==> src/rtl/timer_irq_dev.sv <==
// Memory-mapped countdown timer with a maskable interrupt request.
// Software sets CTRL (En/Mode/IM) and PRESET; COUNT is read-only.
module timer_irq_dev (
    input  logic        clk,
    input  logic        reset,
    input  logic [1:0]  addr,
    input  logic        we,
    input  logic [31:0] din,
    output logic [31:0] dout,
    output logic        irq
);

    typedef enum logic [1:0] {
        IDLE = 2'd0,
        CNT  = 2'd1,
        INT  = 2'd2
    } state_t;

    state_t      r_state;
    logic        r_en;
    logic [1:0]  r_mode;
    logic        r_im;
    logic [31:0] r_preset;
    logic [31:0] r_count;
    logic        r_pend;

    logic        w_wrCtrl;
    logic        w_wrPreset;
    logic        w_ack;
    logic        w_expire;
    logic        w_autoReload;

    assign w_wrCtrl     = we && (addr == 2'd0);
    assign w_wrPreset   = we && (addr == 2'd1);
    assign w_ack        = w_wrCtrl || w_wrPreset;
    assign w_expire     = (r_state == CNT) && r_en && (r_count <= 32'd1);
    assign w_autoReload = (r_mode == 2'd1);

    // Bus writes take priority over the FSM's own En clear, but an expiry
    // on the same edge as an acknowledge still leaves the request pending.
    always_ff @(posedge clk) begin
        if (reset) begin
            r_state  <= IDLE;
            r_en     <= 1'b0;
            r_mode   <= 2'd0;
            r_im     <= 1'b0;
            r_preset <= 32'd0;
            r_count  <= 32'd0;
            r_pend   <= 1'b0;
        end else begin
            case (r_state)
                IDLE: begin
                    if (r_en) begin
                        r_count <= r_preset;
                        r_state <= CNT;
                    end
                end
                CNT: begin
                    if (!r_en) begin
                        r_state <= IDLE;
                    end else if (r_count > 32'd1) begin
                        r_count <= r_count - 32'd1;
                    end else begin
                        r_count <= 32'd0;
                        r_state <= INT;
                    end
                end
                INT: begin
                    r_state <= IDLE;
                end
                default: begin
                    r_state <= IDLE;
                end
            endcase

            if (w_wrCtrl) begin
                r_en   <= din[0];
                r_mode <= din[2:1];
                r_im   <= din[3];
            end else if ((r_state == INT) && !w_autoReload) begin
                r_en <= 1'b0;
            end

            if (w_wrPreset) begin
                r_preset <= din;
            end

            if (w_expire) begin
                r_pend <= 1'b1;
            end else if (w_ack || ((r_state == INT) && w_autoReload)) begin
                r_pend <= 1'b0;
            end
        end
    end

    always_comb begin
        dout = 32'd0;
        case (addr)
            2'd0:    dout = {28'd0, r_im, r_mode, r_en};
            2'd1:    dout = r_preset;
            2'd2:    dout = r_count;
            default: dout = 32'd0;
        endcase
    end

    assign irq = r_im && r_pend;

endmodule
==> config.mk <==
export PLATFORM = sky130hd
export DESIGN_NAME = timer_irq_dev
export DESIGN_NICKNAME = d
export VERILOG_FILES = /design/src/rtl/timer_irq_dev.sv
export SDC_FILE = /design/constraint.sdc
export NUM_CORES = 1
export LEC_CHECK = 0
export ABC_CLOCK_PERIOD_IN_PS = 4980
export CORE_UTILIZATION = 55
export DETAILED_ROUTE_END_ITERATION = 16
export DONT_BUFFER_PORTS = 1
export HOLD_SLACK_MARGIN = 0.15
export MAX_ROUTING_LAYER = met4
export PLACE_DENSITY = 0.67
export SLEW_MARGIN = 25
export SYNTH_ARGS = -nofsm -noshare
export SYNTH_HDL_FRONTEND = slang
export SYNTH_SLANG_ARGS = --single-unit
==> constraint.sdc <==
create_clock -name clk -period 4.98 [get_ports clk]
set_input_delay 0.996 -clock clk [delete_from_list [all_inputs] [get_ports clk]]
set_output_delay 0.996 -clock clk [all_outputs]
set_load 0.005 [all_outputs]
==> After elaboration in Yosys (flattened, before gate mapping) <==
Index checks and enable logic that the tools add are counted.
{ "classes": {"addsub": 1, "multipliers": 0, "div_mod_pow": 0, "magnitude_cmp": 2, "n_eq_ne": 8, "n_shift": 0, "n_mux": 13, "bitwise": 0, "n_reduce_logical": 17} }
{ "ops": {"columns": ["op", "count"], "rows": [
  ["32-bit two-way mux", 3],
  ["32-bit case mux with 3 select lines", 1],
  ["32-bit case mux with 2 select lines", 1],
  ["32-bit by 1-bit greater-than comparator with 1-bit output, second input constant", 1],
  ["32-bit by 1-bit <= comparator with 1-bit output, second input constant", 1],
  ["32-bit by 1-bit subtractor with 32-bit output, second input constant", 1],
  ["1-bit logical AND", 7],
  ["2-bit by 1-bit equality test with 1-bit output, second input constant", 3],
  ["2-bit two-way mux", 3],
  ["2-bit nonzero test", 3],
  ["2-bit equality test, second input constant", 2],
  ["2-bit zero test", 2],
  ["1-bit two-way mux", 4],
  ["2-bit inequality test, second input constant", 2],
  ["2-bit case mux with 2 select lines", 1],
  ["3-bit inequality test, second input constant", 1],
  ["3-bit AND reduction", 1],
  ["1-bit logical OR", 2],
  ["2-bit AND reduction", 1],
  ["1-bit zero test", 1]
]} }
{ "word_totals": {"ff_bits": 71, "latchBits": 0, "ramBits": 0, "romBits": 0, "output_inout_bits": 33, "wordCells": 48, "mem_count": 0} }

==> Depth between registers and ports, before layout <==
Gate-level depths: netlist of the first run.
{ "depth": {"ltp_word": 6, "mapped_depth": 8, "depth_no_buf": 7} }

==> Worst setup path after synthesis of the first run <==
Ideal clock, no wire load.
{ "synth_path": {"path_kind": "input to output", "startpoint": "input addr[1]", "endpoint": "output dout[10]", "arrival_time_ns": 2.173, "setup_slack_ns": 1.811, "cell_stages": 5, "n_path_buf": 3, "path_cell_list": "clkbuf_1 > nor2b_1 > clkbuf_1 > clkbuf_1 > a22o_1"} }
{ "synth_via": {"elab_chain_cells": 2, "elab_cells_between_ends": 4} }
{ "synth_lines": {"columns": ["item", "line_no", "text"], "rows": [
  ["start: declaration", "6", "input logic [1:0] addr,"],
  ["2-bit equality test, or another cell as far along", "98", "case (addr)"],
  ["32-bit case mux with 3 select lines (*)", "98", null],
  ["end: declaration", "9", "output logic [31:0] dout,"]
]} }
Every way passes the cells marked *; elsewhere a longest branch is shown, timed or not.

==> Worst setup path in the final report of the first run <==
{ "layout_path": {"startpoint": "input addr[0]", "endpoint": "output dout[11]"} }
Same word-level chain as after synthesis.

==> run summary, run 1 <==
ROUTE
---------------------------------------------------------------------------------
DRT Pass-1 Iters ...................................................            5
Total DRC errors in the routed layout ..............................            0
Routed Wire Length .................................................      12.2 mm
Antenna viol nets, final ...........................................            0
Iter 0 DRT Violations ..............................................          393
Overall via count from detail_route ................................         3988
Routed wire per std cell ...........................................      20.6 µm
Via-per-instance ratio .............................................         6.71

LOGIC SYNTHESIS
---------------------------------------------------------------------------------
Number of distinct library cells after synthesis ...................           50
Fraction of synthesis flops using an asynchronous set or reset pin .            0
Number of enable flip-flop cells after synthesis ...................            0
Portion of the post-synthesis area used by sequential elements .....        0.355
Synth Flop Type ....................................................      dfxtp_1
Synthesized Nets ...................................................          567
Syn_area_per_cell ..................................................     7.59 µm²
Count of mapped cells out of synthesis .............................          528
Number of warning messages in the yosys log ........................            0
Post-synthesis instance area .......................................     4010 µm²
Post-synthesis register bit count ..................................           71

SETUP PATH
---------------------------------------------------------------------------------
Critical path peak fanout ..........................................           19
Kind of end point of the critical path .............................  output port
Data arrival time of the worst path ................................      2.22 ns
Required @ worst endpoint ..........................................      3.98 ns
Critical path type .................................................    in -> out
Startpoint type of the worst setup path ............................    input pin

CTS
---------------------------------------------------------------------------------
# Post-CTS Setup Buffers ...........................................            0
H-tree levels ......................................................            3
Num CTS Buffers ....................................................            9
Root cell of the clock tree ........................................     clkbuf_8
Clk slew on worst S/H paths ........................................      0.08 ns
Number of buffers on the longest clock path ........................            2
Clock tree from TritonCTS ..........................................        built
CTS-repair resized insts ...........................................            0
Clock tree sinks ...................................................           71
Clock insertion delay at the later pin of the skew report ..........      0.35 ns
Quantity of hold-fixing buffers added after cts ....................            0

FINAL LAYOUT
---------------------------------------------------------------------------------
Area used by multi-input combinational logic .......................     2360 µm²
Total number of nets in the final design ...........................          533
Number of antenna cells inserted ...................................            0
FF/Latch Area ......................................................     1420 µm²
Filler instances ...................................................          711
Ratio of cells with drive above 1 in the final layout ..............       0.0663
Synth-to-layout area growth ........................................        3.09%

POWER
---------------------------------------------------------------------------------
Cell leakage power .................................................      1.47 nW
VDD IR-drop max ....................................................       156 µV
Net switching power ................................................       342 µW
Total power per unit cell area .....................................   279 nW/µm²
Sw Share ...........................................................        0.296
Clock power frac ...................................................        0.357
Sequential cell fraction of total power ............................        0.515
Logic gate share of total power ....................................        0.128
Internal power contribution ........................................       812 µW

STA
---------------------------------------------------------------------------------
Worst Setup Slack, final ...........................................      1.76 ns
Total setup violations reported at the end of the flow .............            0
Maximum operating frequency ........................................      311 MHz
Unrepaired setup endpoints after global routing ....................           no
Post-Route Skew ....................................................    0.0132 ns
Pins over their slew limit .........................................            0
Crit share post-route ..............................................        0.647
Min Clock Period, post-route .......................................      3.22 ns
Worst-Margin Slew ..................................................     0.910 ns
Final hold violations ..............................................            0
Slew headroom ......................................................        0.391
Post-Route Setup TNS ...............................................         0 ns

PLACE
---------------------------------------------------------------------------------
Total of buffers placed on input and output ports ..................            0
HPWL after DPL .....................................................      7.84 mm
Routability congestion estimate from global placement ..............        0.852
Placement Setup Slack ..............................................      1.79 ns

GLOBAL ROUTE
---------------------------------------------------------------------------------
Wire length of the first global-routing pass .......................      18.6 mm
Global-route total usage across every layer ........................        0.332
Antenna violations before repair ...................................            0
Global route total overflow ........................................            0
Largest net degree at the start of global routing ..................           75
Via count of the first global-routing pass .........................         3428

FLOORPLANNING
---------------------------------------------------------------------------------
Area of the core ...................................................     6910 µm²
Die Height .........................................................      87.4 µm
Full die area ......................................................     7630 µm²
Site Rows ..........................................................           30
Top Ports ..........................................................           70
Effective utilization at floorplan .................................        0.580
Die Width ..........................................................      87.4 µm

RUN STATUS
---------------------------------------------------------------------------------
Run status ......................................................... finished clean

JOB
---------------------------------------------------------------------------------
Maximum capacitance violations .....................................            0

MIN PATH
---------------------------------------------------------------------------------
Path category of the worst min-delay check .........................   reg -> reg

-- cell type report --
| type | count | share of cell area |
|---|---|---|
| Timing Repair Buffer | 5 | 0.00909 |
| Clock inverter | 4 | 0.00545 |
| Inverter | 7 | 0.00636 |
| Clock buffer | 11 | 0.0342 |
| Sequential cell | 71 | 0.344 |
| Multi-Input combinational cell | 400 | 0.572 |
| Tap cell | 96 | 0.0291 |
-- final timing paths --
path	cells past startpoint	slack (ns)	to	start
setup / recovery	3	1.76	dout[11]	addr[0]
hold / removal	2	0.47	r_preset[12]	r_preset[12]
setup reg to reg	5	2.15	r_count[31]	r_state[0]
hold reg to reg	2	0.47	r_preset[12]	r_preset[12]
-- worst max-delay path, stage by stage --
cell     delay [ns]
nor2b_2        0.63
buf_4          0.39
a22o_1         0.20
-- logic make-up after synthesis --
family                   Yosys count  share of synthesized area
multiplexers                       7                     0.0175
buffers and inverters             57                     0.0606
flip-flops                        71                      0.355
adder cells (fa/ha/maj)            2                    0.00624
AO/OA/AOI/OAI                    155                      0.254
AND/OR/NAND/NOR                  236                      0.307
-- layer usage --
layer  GRT usage  up-vias  part of all wire  wire length, µm
met5           -        -                 0                0
met4      0.0939        0             0.013              155
met3      0.0654       16             0.087             1060
met2       0.463      214              0.43             5300
met1       0.482     1885              0.47             5700
li1            -     1873                 -                -
-- layout by cell type (no fill, tap or decap), types with 13 or more instances in the layout --
master / instances
a21oi_1: 61
a22o_1: 28
a31oi_1: 27
and3_1: 13
dfxtp_1: 71
nand2_1: 82
nand3_1: 25
nand4_1: 13
nor2_1: 30
-- synthesized netlist by cell type, types with 2 or more instances --
| cell type | instances | area share |
|---|---|---|
| or3_1 | 9 | 0.014 |
| o21ai_1 | 2 | 0.0025 |
| dfxtp_1 | 71 | 0.35 |
| a221oi_1 | 3 | 0.0066 |
| a22oi_1 | 6 | 0.011 |
| a22o_1 | 28 | 0.061 |
| nor4_2 | 4 | 0.012 |
| a31oi_1 | 27 | 0.042 |
| nand3b_1 | 4 | 0.0075 |
| or4_1 | 4 | 0.0075 |
| o22ai_1 | 2 | 0.0031 |
| nand2b_1 | 7 | 0.011 |
| clkbuf_1 | 41 | 0.038 |
| and2_1 | 2 | 0.0031 |
| inv_1 | 7 | 0.0066 |
| nor3_1 | 11 | 0.014 |
| o32ai_1 | 3 | 0.0066 |
| o21ai_0 | 8 | 0.010 |
| and3_1 | 13 | 0.020 |
| mux2i_1 | 7 | 0.017 |
| nor2_1 | 30 | 0.028 |
| or2_1 | 2 | 0.0031 |
| ha_1 | 2 | 0.0062 |
| buf_2 | 5 | 0.0062 |
| nand3_1 | 25 | 0.031 |
| a21oi_1 | 61 | 0.076 |
| nand4_1 | 13 | 0.020 |
| nand2_1 | 83 | 0.078 |
| nand4b_1 | 5 | 0.011 |
| nor2b_1 | 9 | 0.014 |
| o211ai_1 | 6 | 0.011 |
| buf_6 | 3 | 0.0084 |
| nor4_1 | 8 | 0.012 |
-- registers in the layout (all words and copies together) (netlist names) --
name	cells
r_mode	2
r_pend	1
r_count	32
r_preset	32
r_en	1
r_state	2
r_im	1
-- per-stage QoR --
stage | power (mW) | utilization | hold slack (ns) | cell area (µm²) | std cells
after floorplan | 0.727 | - | 0.444 | 4010 | 528
after global placement | 0.748 | 0.572 | 0.455 | 3950 | 579
after detailed placement | 0.751 | 0.574 | 0.457 | 3960 | 579
after CTS | 1.15 | 0.598 | 0.468 | 4130 | 594
after global routing | 1.20 | 0.598 | 0.482 | 4130 | 594
final | 1.15 | 0.598 | 0.473 | 4130 | 594
-- power by group through the flow --
stage / Clock [mW] / Sequential [mW] / Combinational (mW)
CTS: 0.412 / 0.594 / 0.145
detailed placement: 0 / 0.607 / 0.144
finish: 0.412 / 0.595 / 0.148
global route: 0.442 / 0.596 / 0.158
floorplan: 0 / 0.601 / 0.127
global placement: 0 / 0.607 / 0.141
Power figures use the tool's default switching activity.
==> run 2: changes to the inputs <==
--- a/config.mk
+++ b/config.mk
@@ -5,13 +5,13 @@
 export SDC_FILE = /design/constraint.sdc
 export NUM_CORES = 1
 export LEC_CHECK = 0
-export ABC_CLOCK_PERIOD_IN_PS = 4980
+export ABC_CLOCK_PERIOD_IN_PS = 2900
 export CORE_UTILIZATION = 55
 export DETAILED_ROUTE_END_ITERATION = 16
 export DONT_BUFFER_PORTS = 1
 export HOLD_SLACK_MARGIN = 0.15
 export MAX_ROUTING_LAYER = met4
-export PLACE_DENSITY = 0.67
+export PLACE_DENSITY = 0.7
 export SLEW_MARGIN = 25
 export SYNTH_ARGS = -nofsm -noshare
 export SYNTH_HDL_FRONTEND = slang
==> constraint.sdc (replaced) <==
create_clock -name clk -period 2.9 [get_ports clk]
set_input_delay 0.58 -clock clk [delete_from_list [all_inputs] [get_ports clk]]
set_output_delay 0.58 -clock clk [all_outputs]
set_load 0.005 [all_outputs]
==> run 2 against run 1 <==
Against the previous run: sequential share of layout area shrank 0.82 points; flip-flop and latch count is the same; register-to-register slack lost 1.7 ns; power grew 84%; critical path depth grew 3; first-iteration DRC count grew 13%; utilization grew 1.5 points; non-clock buffer count grew 10; worst setup slack lost 1.3 ns; via count grew 0.40%; critical endpoint is now r_count[19]; largest cell class unchanged; largest power group unchanged.
==> run summary, run 2 (synthesis gave the netlist of run 1 again) <==
CTS
-------------------------------------------------------------------------------------
Quantity of hold-fixing buffers added after cts ........................            0
Root cell of the clock tree ............................................     clkbuf_8
Number of buffers on the longest clock path ............................            2
CTS-repair resized insts ...............................................            0
Clock tree sinks .......................................................           71
Clock insertion delay at the later pin of the skew report ..............      0.37 ns
Clk slew on worst S/H paths ............................................      0.08 ns
H-tree levels ..........................................................            3
Num CTS Buffers ........................................................            9
# Post-CTS Setup Buffers ...............................................            0
Clock tree from TritonCTS ..............................................        built

SETUP PATH
-------------------------------------------------------------------------------------
Required @ worst endpoint ..............................................      3.14 ns
Critical path type .....................................................   reg -> reg
Internal reg-to-reg setup slack ........................................      0.41 ns
Worst reg-to-reg path cell count .......................................            6
Kind of end point of the critical path .................................    flip-flop
Data arrival time of the worst path ....................................      2.73 ns
Reg2reg start ..........................................................  r_count[16]
Terminus of the critical flop-to-flop path .............................  r_count[19]
Startpoint type of the worst setup path ................................    flip-flop
Critical path peak fanout ..............................................           15

FINAL LAYOUT
-------------------------------------------------------------------------------------
Number of antenna cells inserted .......................................            0
Total number of nets in the final design ...............................          543
Synth-to-layout area growth ............................................        5.62%
Ratio of cells with drive above 1 in the final layout ..................       0.0825
Most frequent standard cell in the layout excluding fill and tap cells .      nand2_1
Most used cells in the layout excluding fill and tap cells ............. nand2_1, dfxtp_1, a21oi_1
Largest regs ........................................................... r_count x32, r_preset x32

PLACE
-------------------------------------------------------------------------------------
Routability congestion estimate from global placement ..................        0.916
Total of buffers placed on input and output ports ......................            0
HPWL after DPL .........................................................      7.88 mm

FLOORPLANNING
-------------------------------------------------------------------------------------
Site Rows ..............................................................           30
Top Ports ..............................................................           70
Die Height .............................................................      87.4 µm
Full die area ..........................................................     7630 µm²
Area of the core .......................................................     6910 µm²
Effective utilization at floorplan .....................................        0.580
Die Width ..............................................................      87.4 µm

POWER
-------------------------------------------------------------------------------------
Sw Share ...............................................................        0.298
Final Power ............................................................      2.12 mW
Internal power contribution ............................................      1.49 mW
Sequential cell fraction of total power ................................        0.482
Total power per unit cell area .........................................   501 nW/µm²
Logic gate share of total power ........................................        0.124
Cell leakage power .....................................................      1.53 nW
Net switching power ....................................................       632 µW
VDD IR-drop max ........................................................       343 µV
Clock power frac .......................................................        0.394

MIN PATH
-------------------------------------------------------------------------------------
Worst min-delay path endpoint .......................................... r_preset[28]
Start point of the worst hold path .....................................        reset
Number of stages on the worst hold path ................................            1
Path category of the worst min-delay check .............................    in -> reg

STA
-------------------------------------------------------------------------------------
Post-Route Setup TNS ...................................................         0 ns
Maximum operating frequency ............................................      402 MHz
Post-Route Skew ........................................................   0.00923 ns
Worst-Margin Slew ......................................................     0.845 ns
Crit share post-route ..................................................        0.857
Hold_ws ................................................................     0.277 ns
Final hold violations ..................................................            0
Unrepaired setup endpoints after global routing ........................           no
Min Clock Period, post-route ...........................................      2.49 ns
Total setup violations reported at the end of the flow .................            0
Pins over their slew limit .............................................            0
Slew headroom ..........................................................        0.434

JOB
-------------------------------------------------------------------------------------
Maximum capacitance violations .........................................            0

GLOBAL ROUTE
-------------------------------------------------------------------------------------
Largest net degree at the start of global routing ......................           75
Global route total overflow ............................................            0
Via count of the first global-routing pass .............................         3645
Antenna violations before repair .......................................            0
Wire length of the first global-routing pass ...........................      18.8 mm
Global-route total usage across every layer ............................        0.333

ROUTE
-------------------------------------------------------------------------------------
Total DRC errors in the routed layout ..................................            0
Overall via count from detail_route ....................................         4004
Antenna viol nets, final ...............................................            0
DRT Pass-1 Iters .......................................................            5
Routed Wire Length .....................................................      11.7 mm
Iter 0 DRT Violations ..................................................          443
Routed wire per std cell ...............................................      19.3 µm
Via-per-instance ratio .................................................         6.62

RUN STATUS
-------------------------------------------------------------------------------------
Run status ............................................................. finished clean

[run 2: cell types whose count changed in the layout (fill, tap and decap cells not counted), sizes merged]
cell / previous run / this run
buf: 5 / 15
bufinv: 0 / 1
clkbuf: 11 / 9
inv: 7 / 9
[run 2: how the worst max path moves through the flow]
| stage | slack [ns] | depth (start not counted) | end | start |
|---|---|---|---|---|
| 2_1_floorplan | 0.56 | 5 | dout[10] | addr[1] |
| 3_3_place_gp | 0.54 | 6 | r_count[21] | r_count[16] |
| 3_5_place_dp | 0.47 | 6 | r_count[19] | r_count[16] |
| 4_1_cts | 0.45 | 6 | r_count[19] | r_count[16] |
| 5_1_grt | 0.28 | 6 | r_count[19] | r_count[16] |
| 6_report | 0.41 | 6 | r_count[19] | r_count[16] |
[run 2: final cells by class]
type | instances | area (µm²)
clock buffer | 9 | 124
clock inverter | 7 | 80.1
fill | 663 | 2670
inverter | 7 | 26.3
multi-input combinational | 400 | 2350
sequential | 71 | 1420
tap | 96 | 120
timing repair buffer | 15 | 113
[run 2: per-layer routing]
layer / vias to the layer above / share of wire / track usage
li1: 1906 / - / -
met1: 1849 / 0.45 / 0.480
met2: 224 / 0.42 / 0.455
met3: 25 / 0.11 / 0.0654
met4: 0 / 0.025 / 0.127
met5: - / 0 / -
[run 2: critical path, stage by stage, from the launching register on]
cell and delay (ns):
dfxtp_1 0.38, or4_1 0.68, or2_1 0.39, nand4b_4 0.29, buf_4 0.26, a32oi_1 0.25, o32ai_1 0.11
[run 2: power by group through the flow]
stage	sequential, mW	combinational [mW]	clock, mW
after floorplan	1.03	0.218	0
after global placement	1.04	0.254	0
after detailed placement	1.04	0.257	0
after CTS	1.02	0.258	0.840
after global routing	1.02	0.286	0.887
final	1.02	0.263	0.837
[run 2: through the flow]
step	setup slack, ns	utilization	cell area [µm²]	std cells
2_1_floorplan	0.563	-	4010	528
3_3_place_gp	0.539	0.583	4030	589
3_5_place_dp	0.467	0.583	4030	589
4_1_cts	0.446	0.613	4230	605
5_1_grt	0.281	0.613	4230	605
6_report	0.414	0.613	4230	605
